### src/rtl/memory_io_pkg.sv
// Request/response types shared by the data-side memory_io protocol.
package memory_io_pkg;

  typedef struct packed {
    logic        valid;
    logic [31:0] addr;
    logic [3:0]  do_read;
    logic [3:0]  do_write;
    logic [31:0] data;
    logic [7:0]  user_tag;
  } memory_io_req;

  typedef struct packed {
    logic        valid;
    logic [31:0] addr;
    logic [31:0] data;
    logic [7:0]  user_tag;
  } memory_io_rsp;

  localparam memory_io_rsp memory_io_no_rsp = '0;

endpackage

### src/rtl/mmio_console_dev.sv
// Memory-mapped console/halt responder: TXDATA bytes go through a FIFO to a paced byte stream.
// Optional simulation trace of sent bytes and halt when CONSOLE_TRACE_EN is defined.
module mmio_console_dev
  import memory_io_pkg::*;
#(
  parameter logic [31:0] BASE_ADDR  = 32'h0002_FFF0,
  parameter int unsigned FIFO_DEPTH = 16,
  parameter int unsigned DRAIN_DIV  = 4
) (
  input  logic         clk,
  input  logic         reset,
  input  memory_io_req req,
  output memory_io_rsp rsp,
  output logic         tx_valid,
  output logic [7:0]   tx_data,
  input  logic         tx_ready,
  output logic         halt
);

  localparam int unsigned PTR_W  = $clog2(FIFO_DEPTH);
  localparam int unsigned CNT_W  = PTR_W + 1;
  localparam int unsigned PACE_W = (DRAIN_DIV > 1) ? $clog2(DRAIN_DIV) : 1;

  logic [7:0]       r_mem [FIFO_DEPTH];
  logic [PTR_W-1:0] r_wr_ptr;
  logic [PTR_W-1:0] r_rd_ptr;
  logic [CNT_W-1:0] r_count;
  logic [PACE_W-1:0] r_pace;
  logic             r_overflow;
  logic             r_halt_req;
  logic [15:0]      r_txcnt;
  logic             r_halt;
  memory_io_rsp     r_rsp;

  logic        w_hit;
  logic [1:0]  w_off;
  logic        w_full;
  logic        w_empty;
  logic        w_tx_valid;
  logic        w_pop;
  logic        w_push_req;
  logic        w_push;
  logic        w_halt_wr;
  logic        w_halt_set;
  logic [31:0] w_status;
  logic [31:0] w_rdata;
  logic        w_unused;

  assign w_hit      = req.valid && (req.addr[31:4] == BASE_ADDR[31:4]);
  assign w_off      = req.addr[3:2];
  assign w_full     = (r_count == CNT_W'(FIFO_DEPTH));
  assign w_empty    = (r_count == '0);
  assign w_tx_valid = !w_empty && (r_pace == '0);
  assign w_pop      = w_tx_valid && tx_ready;
  assign w_push_req = w_hit && (w_off == 2'd2) && req.do_write[0];
  // A pop in the same cycle frees the slot, so a push into a full FIFO still lands.
  assign w_push     = w_push_req && (!w_full || w_pop);
  assign w_halt_wr  = w_hit && (w_off == 2'd3) && (|req.do_write);
  assign w_halt_set = r_halt_req && w_empty && !w_tx_valid && !r_halt;
  assign w_unused   = &{1'b0, req.addr[1:0], req.data[31:8]};

  assign w_status = {20'b0, r_overflow, r_halt_req, w_empty, w_full, 8'(r_count)};

  always_comb begin
    w_rdata = '0;
    case (w_off)
      2'd0:    w_rdata = w_status;
      2'd1:    w_rdata = {16'b0, r_txcnt};
      2'd3:    w_rdata = {31'b0, r_halt_req};
      default: w_rdata = '0;
    endcase
  end

  always_ff @(posedge clk or posedge reset) begin
    if (reset) begin
      r_rsp <= memory_io_no_rsp;
    end else if (w_hit) begin
      r_rsp.valid    <= 1'b1;
      r_rsp.addr     <= req.addr;
      r_rsp.user_tag <= req.user_tag;
      r_rsp.data     <= (|req.do_read) ? w_rdata : '0;
    end else begin
      r_rsp <= memory_io_no_rsp;
    end
  end

  always_ff @(posedge clk) begin
    if (w_push) r_mem[r_wr_ptr] <= req.data[7:0];
  end

  always_ff @(posedge clk or posedge reset) begin
    if (reset) begin
      r_wr_ptr   <= '0;
      r_rd_ptr   <= '0;
      r_count    <= '0;
      r_pace     <= '0;
      r_overflow <= 1'b0;
      r_halt_req <= 1'b0;
      r_txcnt    <= '0;
      r_halt     <= 1'b0;
    end else begin
      if (w_push) begin
        r_wr_ptr <= r_wr_ptr + PTR_W'(1);
        r_txcnt  <= r_txcnt + 16'd1;
      end
      if (w_pop) r_rd_ptr <= r_rd_ptr + PTR_W'(1);
      case ({w_push, w_pop})
        2'b10:   r_count <= r_count + CNT_W'(1);
        2'b01:   r_count <= r_count - CNT_W'(1);
        default: r_count <= r_count;
      endcase
      if (w_pop)             r_pace <= PACE_W'(DRAIN_DIV - 1);
      else if (r_pace != '0) r_pace <= r_pace - PACE_W'(1);
      if (w_push_req && !w_push) r_overflow <= 1'b1;
      if (w_halt_wr)             r_halt_req <= 1'b1;
      if (w_halt_set)            r_halt     <= 1'b1;
    end
  end

  assign rsp      = r_rsp;
  assign tx_valid = w_tx_valid;
  assign tx_data  = w_tx_valid ? r_mem[r_rd_ptr] : '0;
  assign halt     = r_halt;

`ifdef CONSOLE_TRACE_EN
  always_ff @(posedge clk) begin
    if (!reset && w_pop)      $write("%c", tx_data);
    if (!reset && w_halt_set) $display("console: halt, TXCNT=%0d", r_txcnt);
  end
`else
  // Trace disabled: no simulation output.
`endif

endmodule

### config.mk
export PLATFORM = sky130hd
export DESIGN_NAME = mmio_console_dev
export DESIGN_NICKNAME = d
export VERILOG_FILES = /design/src/rtl/memory_io_pkg.sv /design/src/rtl/mmio_console_dev.sv
export SDC_FILE = /design/constraint.sdc
export NUM_CORES = 1
export LEC_CHECK = 0
export ABC_AREA = 1
export CAP_MARGIN = 20
export CORE_MARGIN = 2
export CORE_UTILIZATION = 51
export CTS_CLUSTER_DIAMETER = 100
export DETAILED_ROUTE_END_ITERATION = 10
export PLACE_DENSITY = 0.89
export SYNTH_ARGS = -nofsm -noshare
export SYNTH_HDL_FRONTEND = slang
export SYNTH_SLANG_ARGS = --single-unit
### constraint.sdc
create_clock -name clk -period 3.98 [get_ports clk]
set_input_delay 0.796 -clock clk [delete_from_list [all_inputs] [get_ports clk]]
set_output_delay 0.796 -clock clk [all_outputs]
set_load 0.01 [all_outputs]
# Word-level counts from Yosys, hierarchy flattened
# Memories as Yosys holds them, arrays and structs flattened.
# Index checks and enable logic that the tools add are counted.
[word_totals] ff_bits=107 latchBits=0 ram_bits=128 rom_bits=0 output_inout_bits=83 word_cells=61 mem_count=1
[memory_table] name="r_mem" depth=16 word_bits=8 read_ports=1 rd_ports_with_merged_regs=0 wr=1 line_no="mmio_console_dev.sv:24" source="logic [7:0] r_mem [FIFO_DEPTH];"
[op_classes] add_sub_neg=6 multipliers=0 div_mod_pow=0 magnitude_cmp=0 eq_ne=7 shift=0 muxes=9 bitwise_logic=0 reduce_logical=26
[op_table] cell="$mux 73" n=1
[op_table] cell="$pmux 16 s3" n=1
[op_table] cell="$mux 32" n=1
[op_table] cell="$eq 28x14->1 const B" n=1
[op_table] cell="$add 16x1->16 const B" n=1
[op_table] cell="$logic_and 1x1->1" n=12
[op_table] cell="$pmux 5 s2" n=1
[op_table] cell="$add 4x1->4 const B" n=2
[op_table] cell="$mux 8" n=1
[op_table] cell="$reduce_or 4->1" n=2
[op_table] cell="$eq 2x2->1 const B" n=3
[op_table] cell="$reduce_bool 2->1" n=3
[op_table] cell="$add 5x1->5 const B" n=1
[op_table] cell="$eq 5x5->1 const B" n=1
[op_table] cell="$logic_not 1->1" n=5
[op_table] cell="$logic_not 5->1" n=1
[op_table] cell="$sub 5x1->5 const B" n=1
[op_table] cell="$eq 2x1->1 const B" n=2
[op_table] cell="$logic_not 2->1" n=2
[op_table] cell="$mux 2" n=2
[op_table] cell="$mux 1" n=2
[op_table] cell="$sub 2x1->2 const B" n=1
[op_table] cell="$logic_or 1x1->1" n=1

# Depth between registers and ports, before layout
# Gate-level depths: netlist of run 1.
[logic_depth] ltp_word=8 mapped_depth=16 depth_no_buf=16

# Worst setup path after synthesis of run 1
# Ideal clock, no wire load.
[synth_path] kind="input -> register" from="input port req[70] (netlist name)" to="register r_count[4]" setup_time_ns=0.117 t_arrival_ns=2.506 required_ns=3.863 path_slack_ns=1.357 stages=16 path_buffers=0 path_cell_list="nor2_1 nand2_1 nor2_1 nand2_2 inv_1 nand3_1 nand2_1 inv_1 fa_1 nand2_1 nand2_1 a21oi_1 nand3b_1 nand3_1 nand2_1 nand2_1"
[synth_between] elab_chain_cells=7 elab_cells_between_ends=9 cone_classes="eq/ne: 3; mux: 1; reduce/logical: 5"
[synth_lines] element="start: declaration" line_no="mmio_console_dev.sv:12" source="input memory_io_req req,"
[synth_lines] element="$eq 28x14->1 (*)" line_no="mmio_console_dev.sv:49" source="assign w_hit = req.valid && (req.addr[31:4] == BASE_ADDR[31:4]);"
[synth_lines] element="$logic_and 1x1->1 (*)" line_no="mmio_console_dev.sv:49"
[synth_lines] element="$logic_and 1x1->1 (*) (2 in series)" line_no="mmio_console_dev.sv:55" source="assign w_push_req = w_hit && (w_off == 2'd2) && req.do_write[0];"
[synth_lines] element="$logic_and 1x1->1 (*)" line_no="mmio_console_dev.sv:57" source="assign w_push = w_push_req && (!w_full || w_pop);"
[synth_lines] element="$eq 2x1->1 or $eq 2x2->1 (tied branches)" line_no="mmio_console_dev.sv:107" source="case ({w_push, w_pop})"
[synth_lines] element="$pmux 5 s2 or $reduce_bool 2->1 (tied branches)"
[synth_lines] element="end signal: assignment" line_no="mmio_console_dev.sv:108" source="2'b10: r_count <= r_count + CNT_W'(1);"
[synth_lines] element="end signal: assignment" line_no="mmio_console_dev.sv:109" source="2'b01: r_count <= r_count - CNT_W'(1);"
[synth_lines] element="end signal: assignment" line_no="mmio_console_dev.sv:110" source="default: r_count <= r_count;"
[synth_lines] element="end: declaration" line_no="mmio_console_dev.sv:27" source="logic [CNT_W-1:0] r_count;"
# Every way passes the cells marked *; elsewhere a longest branch is shown, timed or not.
# A chain may end at the register's enable or synchronous reset.

# Worst setup path after layout of run 1
[layout_path] from="register r_rd_ptr[0]" to="output port tx_data[2]"
[layout_between] elab_chain_cells=2
[layout_lines] element="start: declaration" line_no="mmio_console_dev.sv:26" source="logic [PTR_W-1:0] r_rd_ptr;"
[layout_lines] element="start signal: assignment" line_no="mmio_console_dev.sv:106" source="if (w_pop) r_rd_ptr <= r_rd_ptr + PTR_W'(1);"
[layout_lines] element="$mem_v2 16x8"
[layout_lines] element="$mux 8" line_no="mmio_console_dev.sv:122" source="assign tx_data = w_tx_valid ? r_mem[r_rd_ptr] : '0;"
[layout_lines] element="end: declaration" line_no="mmio_console_dev.sv:15" source="output logic [7:0] tx_data,"
# No other way between the ends.

==> results of run 1 <==
[cell type report]
cell class / instances / area (um2) / share of cell area
inverter: 62 / 234.0 / 0.02065
clock buffer: 25 / 571.8 / 0.05046
multi-input combinational: 499 / 2516 / 0.2220
timing repair buffer: 152 / 1469 / 0.1296
sequential: 219 / 6122 / 0.5402
clock inverter: 14 / 137.6 / 0.01215
tap: 225 / 281.5 / 0.02484
[critical path, stage by stage (launching register included)]
cell	delay, ps
dfrtp_2	420
inv_1	80
buf_4	380
nor2_1	80
nor2_1	90
o21ai_0	100
o211ai_1	120
o21ai_0	160
a211oi_1	430
clkdlybuf4s50_1	620
[state kept, by name (all words and copies together), names as in the netlist]
name / count
r_wr_ptr: 4
r_pace: 2
r_txcnt: 16
r_mem: 128
rsp: 57
r_count: 5
r_rd_ptr: 4
halt: 1
r_halt_req: 1
r_overflow: 1
[Yosys cell counts]
cell type	n	share of area
mux2i_1	1	0.0011
nor3_1	11	0.0061
nor2_1	164	0.068
buf_6	1	0.0013
nand2_1	76	0.032
dfrtp_1	91	0.25
clkinv_1	1	0.00042
edfxtp_1	128	0.43
buf_1	4	0.0017
nand2_2	6	0.0042
ha_1	10	0.014
inv_2	2	0.00083
conb_1	1	0.00042
a21oi_1	20	0.011
nor4_1	1	0.00070
buf_4	16	0.013
xnor2_2	1	0.0018
o21bai_1	2	0.0017
o41ai_1	1	0.00097
nor2_4	1	0.0013
nor2_2	2	0.0014
and2_1	1	0.00070
nand3b_1	1	0.00083
nand4_1	10	0.0070
nand3_1	13	0.0072
o211ai_1	24	0.020
a32oi_1	2	0.0019
inv_1	59	0.025
nand3_2	2	0.0022
xor2_1	17	0.017
o21ai_0	78	0.043
o22ai_1	9	0.0063
nand3_4	1	0.0019
xnor2_1	3	0.0029
a211oi_1	8	0.0067
a31oi_1	1	0.00070
buf_2	6	0.0033
o41ai_2	1	0.0018
clkbuf_1	18	0.0075
fa_1	1	0.0022
[how the worst min path moves through the flow]
| stage | startpoint | endpoint | slack, ps |
|---|---|---|---|
| 2_1_floorplan | r_txcnt[15]$_DFFE_PP0P_ | r_txcnt[15]$_DFFE_PP0P_ | 440 |
| 3_3_place_gp | r_txcnt[15]$_DFFE_PP0P_ | r_txcnt[15]$_DFFE_PP0P_ | 450 |
| 3_5_place_dp | r_txcnt[15]$_DFFE_PP0P_ | r_txcnt[15]$_DFFE_PP0P_ | 470 |
| 4_1_cts | r_txcnt[15]$_DFFE_PP0P_ | r_txcnt[15]$_DFFE_PP0P_ | 480 |
| 5_1_grt | r_txcnt[15]$_DFFE_PP0P_ | r_txcnt[15]$_DFFE_PP0P_ | 520 |
| 6_report | r_txcnt[15]$_DFFE_PP0P_ | r_txcnt[15]$_DFFE_PP0P_ | 480 |
[logic make-up (layout without fill, tap and decap cells)]
family,count (synthesis),in the layout
AOI/OAI and AO/OA,146,146
xor gates and xnor gates,21,21
other,1,31
and+or+nand+nor,289,289
muxes,1,1
DFF,219,219
buffers and inverters,107,253
adders and majority gates,11,11
[power by group through the flow]
stage / Combinational [uW] / Clock, uW / Sequential [uW]
CTS: 152 / 2040 / 2420
finish: 152 / 2010 / 2420
global route: 168 / 2120 / 2420
global placement: 146 / 0 / 2460
detailed placement: 150 / 0 / 2460
floorplan: 49.3 / 0 / 2470
[through the flow]
step | total power, uW | util | setup slack, ps
6_report | 4584 | 0.6552 | 187.3
5_1_grt | 4709 | 0.6552 | 27.06
4_1_cts | 4612 | 0.6552 | 235.2
3_5_place_dp | 2613 | 0.6141 | 590.7
3_3_place_gp | 2609 | 0.6141 | 629.7
2_1_floorplan | 2517 | - | 820.4
[routing by layer]
metal | part of all wire | up-vias | wire, um
li1 | - | 2981 | -
met1 | 0.39 | 3067 | 8035
met2 | 0.49 | 310 | 10000
met3 | 0.086 | 58 | 1767
met4 | 0.038 | 0 | 772
met5 | 0 | - | 0
==> metrics, run 1 <==
wire per inst 17.21 um; core footprint 0.01730 mm2; vias in the first global route 6397; sw power 929.3 uW; post-synthesis register bit count 219; fin nets 1051; Synth Instances 795; Starting Density 0.5204; H-tree depth 1; Routed Antenna Nets 0; clock power share 0.439; most frequent cells in the layout 164 x nor2_1, 128 x edfxtp_1, 126 x clkdlybuf4s50_1, 90 x dfrtp_1, 78 x o21ai_0; Rel. slew slack 0.4905; Arr. time, crit path 3000 ps; P_int 3654 uW; measured slew at the worst slew-check pin 761.8 ps; CTS clk-pin slew, worst paths 60 ps; sw frac 0.2028; min Tclk post-route 3793 ps; worst-skew pair later-pin latency 510 ps; Critical Path Fanout Max 41; Placed Instances 1157; TritonCTS clock tree built; total gr overflow 0; main combinational cell family by area after synthesis simple AND/OR/NAND/NOR gates; Post-Synth XOR/XNOR Area 0.02127; Setup violations, final 0; Synth Warn # 0; fin area 0.01133 mm2; post-synthesis adder-cell area fraction 0.01612; RSZ-0062 raised after global routing false; # rows 48; Combinational Power Share 0.033; WP data required 3180 ps; synthesized area per cell 11.32 um2; post-synthesis mux area share 0.001112; Via Count 6416; Placed Area 0.01062 mm2; met2 Use GR 0.3847; Area Overhead vs Synth 25.90%; Unique masters post-synth 40; number of detailed-route iterations in the first pass 5; die height 136.9 um; Synth Area in Simple Gates 0.1336; post-CTS setup buffers 0; pwr dens 404.5 mW/mm2; Hold Worst Slack 481.7 ps; initial DRC count 563; Max VDD drop 0.4294 mV; number of buffers created by CTS 22; slack of the worst reg-to-reg path 1230 ps; largest net degree at the start of global routing 76; MaxCap Viol Count 0; Sum Neg Setup Slack 0 ps; FF-to-FF Start r_count[0]$_DFFE_PP0P_; startpoint types flop; CTS root buf clkbuf_16; # IOs 167; most common cell after layout, fill and taps aside nor2_1; die area 0.01873 mm2; critical path type reg -> out; register share of total power 0.527; drt drc 0; Total Routing Usage GR 0.2251; final number of hold-violating endpoints 0; first-pass GRT wire length 32310 um; WHS Path Cells 2; clock skew 19.26 ps; fillers 1209; non-filler cells, final 1196; type of the most critical hold path reg -> reg; IO buf count 126; final WL 20580 um; Reg2Reg Depth 15; fraction of layout cells with a size suffix above 1 0.08136; Resized cells post-CTS 0; CP startpoint r_rd_ptr[0]$_DFFE_PP0P_; register area share after synthesis 0.6800; GRT busiest layer met2; R2R Path End r_count[4]$_DFFE_PP0P_; routing usage on met1 0.2780; met3 Usage GRT 0.05148; fmax 263.7 MHz; Critical Path End tx_data[2]; Ant. Diodes 0; via density per instance 5.365; fin. max-slew vios 0; Detail Placement HPWL 12950 um; status complete, no violations; clock tree sinks 219; Clock Tree Buf Depth 3; Compound-Gate Fraction of Synth Area 0.09452; cts hold-fix bufs 0; Die Width 136.9 um; Mapped Area 0.009001 mm2; crit end category output port; routability cong. 0.8585; Leak 0.004473 uW; fin crit share 0.9529; antenna violations before repair 0
Power figures use the tool's default switching activity.
==> inputs of run 2 (changes only) <==
--- a/config.mk
+++ b/config.mk
@@ -11,6 +11,7 @@
 export CORE_UTILIZATION = 51
 export CTS_CLUSTER_DIAMETER = 100
 export DETAILED_ROUTE_END_ITERATION = 10
+export GPL_TIMING_DRIVEN = 1
 export PLACE_DENSITY = 0.89
 export SYNTH_ARGS = -nofsm -noshare
 export SYNTH_HDL_FRONTEND = slang
==> results of run 2 <==
Final layout, timing and power as in run 1 (identical DEF).
==> inputs of run 3 (changes only) <==
--- a/config.mk
+++ b/config.mk
@@ -13,6 +13,7 @@
 export DETAILED_ROUTE_END_ITERATION = 10
 export GPL_TIMING_DRIVEN = 1
 export PLACE_DENSITY = 0.89
+export RECOVER_POWER = 25
 export SYNTH_ARGS = -nofsm -noshare
 export SYNTH_HDL_FRONTEND = slang
 export SYNTH_SLANG_ARGS = --single-unit
==> constraint.sdc (replaced) <==
create_clock -name clk -period 3.49 [get_ports clk]
set_input_delay 0.698 -clock clk [delete_from_list [all_inputs] [get_ports clk]]
set_output_delay 0.698 -clock clk [all_outputs]
set_load 0.01 [all_outputs]
==> run 3 against run 2 <==
  * Worst setup slack worse by 72 ps
  * Critical endpoint is now tx_data[3]
  * First-iteration DRC count grew 1.6%
  * Critical path type unchanged
  * Highest routed layer unchanged
  * Utilization is 0.51 points higher
==> metrics, run 3 (same netlist as run 1, synthesis figures left out) <==
IO buf count 126 (unchanged); Critical Path Fanout Max 43 (was 41); final number of hold-violating endpoints 0 (unchanged); crit-path most repeated cell o21ai_0; number of detailed-route iterations in the first pass 5 (unchanged); H-tree depth 1 (unchanged); Worst Hold End r_txcnt[15]$_DFFE_PP0P_ (unchanged); crit path cell chain buf_6 -> o21ai_0 -> o22ai_1 -> o21ai_0 -> a211oi_1 -> clkdlybuf4s50_1 (was inv_1 -> buf_4 -> nor2_1 -> nor2_1 -> o21ai_0 -> o211ai_1 -> o21ai_0 -> a211oi_1 -> clkdlybuf4s50_1); clock tree sinks 219 (unchanged); Setup violations, final 0 (unchanged); slowest stage cell, crit path clkdlybuf4s50_1 (unchanged); Total Routing Usage GR 0.2247 (was 0.2251); routability cong. 0.8539 (was 0.8585); Starting Density 0.5204 (unchanged); die height 136.9 um (unchanged); crit path buf inv count 2 (was 3); fraction of layout cells with a size suffix above 1 0.08274 (was 0.08136); Hold Worst Slack 482.1 ps (was 481.7 ps); CTS root buf clkbuf_16 (unchanged); CTS clk-pin slew, worst paths 60 ps (about the same); most common cell after layout, fill and taps aside nor2_1 (unchanged); CP delay by family, top buffers and inverters (unchanged); wire per inst 17.17 um (was 17.21 um); antenna violations before repair 0 (unchanged); Detail Placement HPWL 13260 um (was 12950 um); Ant. Diodes 0 (unchanged); WHS Path Cells 2 (unchanged); min Tclk post-route 3375 ps; WP data required 2790 ps (was 3180 ps); fillers 1193 (was 1209); fin. max-slew vios 0 (unchanged); FF-to-FF Start r_count[0]$_DFFE_PP0P_ (unchanged); Area Overhead vs Synth 26.88% (was 25.90%); Top reg by flops r_mem (unchanged); RSZ-0062 raised after global routing true (was false); worst-skew pair later-pin latency 510 ps (about the same); measured slew at the worst slew-check pin 1310 ps (was 761.8 ps); fin nets 1058 (was 1051); max FFs per register 128 (unchanged); vias in the first global route 6493 (was 6397); MaxCap Viol Count 0 (unchanged); pwr dens 455.2 mW/mm2 (was 404.5 mW/mm2); status complete, no violations (unchanged); met2 WL 10080 um (was 10000 um); Arr. time, crit path 2680 ps (was 3000 ps); Clock Tree Buf Depth 3 (unchanged); total gr overflow 0 (unchanged); Reg2Reg Depth 15 (unchanged); top routing layer used met4 (unchanged); startpoint types flop (unchanged); # IOs 167 (unchanged); core footprint 0.01730 mm2 (unchanged); Sum Neg Setup Slack 0 ps (unchanged); initial DRC count 572 (was 563); first-pass GRT wire length 32370 um (was 32310 um); Max VDD drop 0.4628 mV (was 0.4294 mV); number of buffers created by CTS 22 (unchanged); Worst path max stage delay 600 ps (was 620 ps); Rel. slew slack 0.1266 (was 0.4905); largest net degree at the start of global routing 56 (was 76); R2R Path End r_count[4]$_DFFE_PP0P_ (unchanged); TritonCTS clock tree built (unchanged); Leak 0.004478 uW (was 0.004473 uW); slack of the worst reg-to-reg path 860 ps (was 1230 ps); die area 0.01873 mm2 (unchanged); type of the most critical hold path reg -> reg (unchanged); Via Count 6472 (was 6416); crit end category output port (unchanged); Die Width 136.9 um (unchanged); footprint of the multi-input gates 0.002529 mm2 (was 0.002516 mm2); Overall Power 5199 uW (was 4584 uW); drt drc 0 (unchanged); # rows 48 (unchanged); non-filler cells, final 1204 (was 1196); critical path type reg -> out (unchanged); Register Area 0.006122 mm2 (unchanged); WL met1 7823 um (was 8035 um); final WL 20670 um (was 20580 um); clock skew 18.45 ps (was 19.26 ps); via density per instance 5.375 (was 5.365); Placed Instances 1161 (was 1157); most frequent cells in the layout 164 x nor2_1, 128 x edfxtp_1, 122 x clkdlybuf4s50_1, 90 x dfrtp_1, 78 x o21ai_0 (was 164 x nor2_1, 128 x edfxtp_1, 126 x clkdlybuf4s50_1, 90 x dfrtp_1, 78 x o21ai_0); fmax 296.3 MHz; Routed Antenna Nets 0 (unchanged); worst hold path startpoint r_txcnt[15]$_DFFE_PP0P_ (unchanged); metal3 WL 1973 um (was 1767 um); fin crit share 0.9669
==> run 3: where the power goes <==
part	switching, uW	leakage [uW]	internal, uW
sequential	2.49	0.00232	2760
combinational	93.0	0.00182	78.9
clock	910	0.000336	1360
total	1010	0.00448	4190
==> run 3: layout make-up <==
| class | instances | share of cell area |
|---|---|---|
| Sequential cell | 219 | 0.5360 |
| Clock inverter | 2 | 0.003067 |
| Clock buffer | 38 | 0.05806 |
| Multi-Input combinational cell | 499 | 0.2214 |
| Timing Repair Buffer | 159 | 0.1356 |
| Tap cell | 225 | 0.02465 |
| Inverter | 62 | 0.02114 |
==> run 3: metal layers <==
metal / GRT usage / vias to the layer above
met5: 0 / -
li1: - / 2993
met4: 0.09049 / 0
met1: 0.2719 / 3081
met3: 0.05667 / 72
met2: 0.3861 / 326
==> run 3: worst max path at each step <==
stage	end	cells past startpoint	from	slack, ps
2_1_floorplan	halt$_DFFE_PP0P_	1	reset	430
3_3_place_gp	r_mem[7][6]$_DFFE_PP_	12	req[70]	330
3_5_place_dp	r_mem[15][2]$_DFFE_PP_	12	req[70]	300
4_1_cts	tx_data[0]	7	r_rd_ptr[1]$_DFFE_PP0P_	30
5_1_grt	tx_data[1]	8	r_rd_ptr[1]$_DFFE_PP0P_	-40
6_report	tx_data[3]	6	r_rd_ptr[0]$_DFFE_PP0P_	120
==> run 3: tightest hold or removal path, delay by kind of cell (launching register included) <==
family | cells | cell delay, ps
flip-flops | 1 | 340
AND/OR/NAND/NOR | 2 | 100
==> run 3: through the flow <==
step	setup slack [ps]	utilization	area, um2
floorplan	428.4	-	9114
global placement	334.1	0.6166	10670
detailed placement	302.9	0.6166	10670
CTS	26.48	0.6570	11360
global route	-44.05	0.6603	11420
finish	115.4	0.6603	11420
==> run 3: what timing repair did <==
action | 4_1_cts | 5_1_grt
gates resized for setup | 0 | 7
setup buffers | 0 | 1
setup endpoints to repair | 0 | 8
hold buffers | 0 | 0
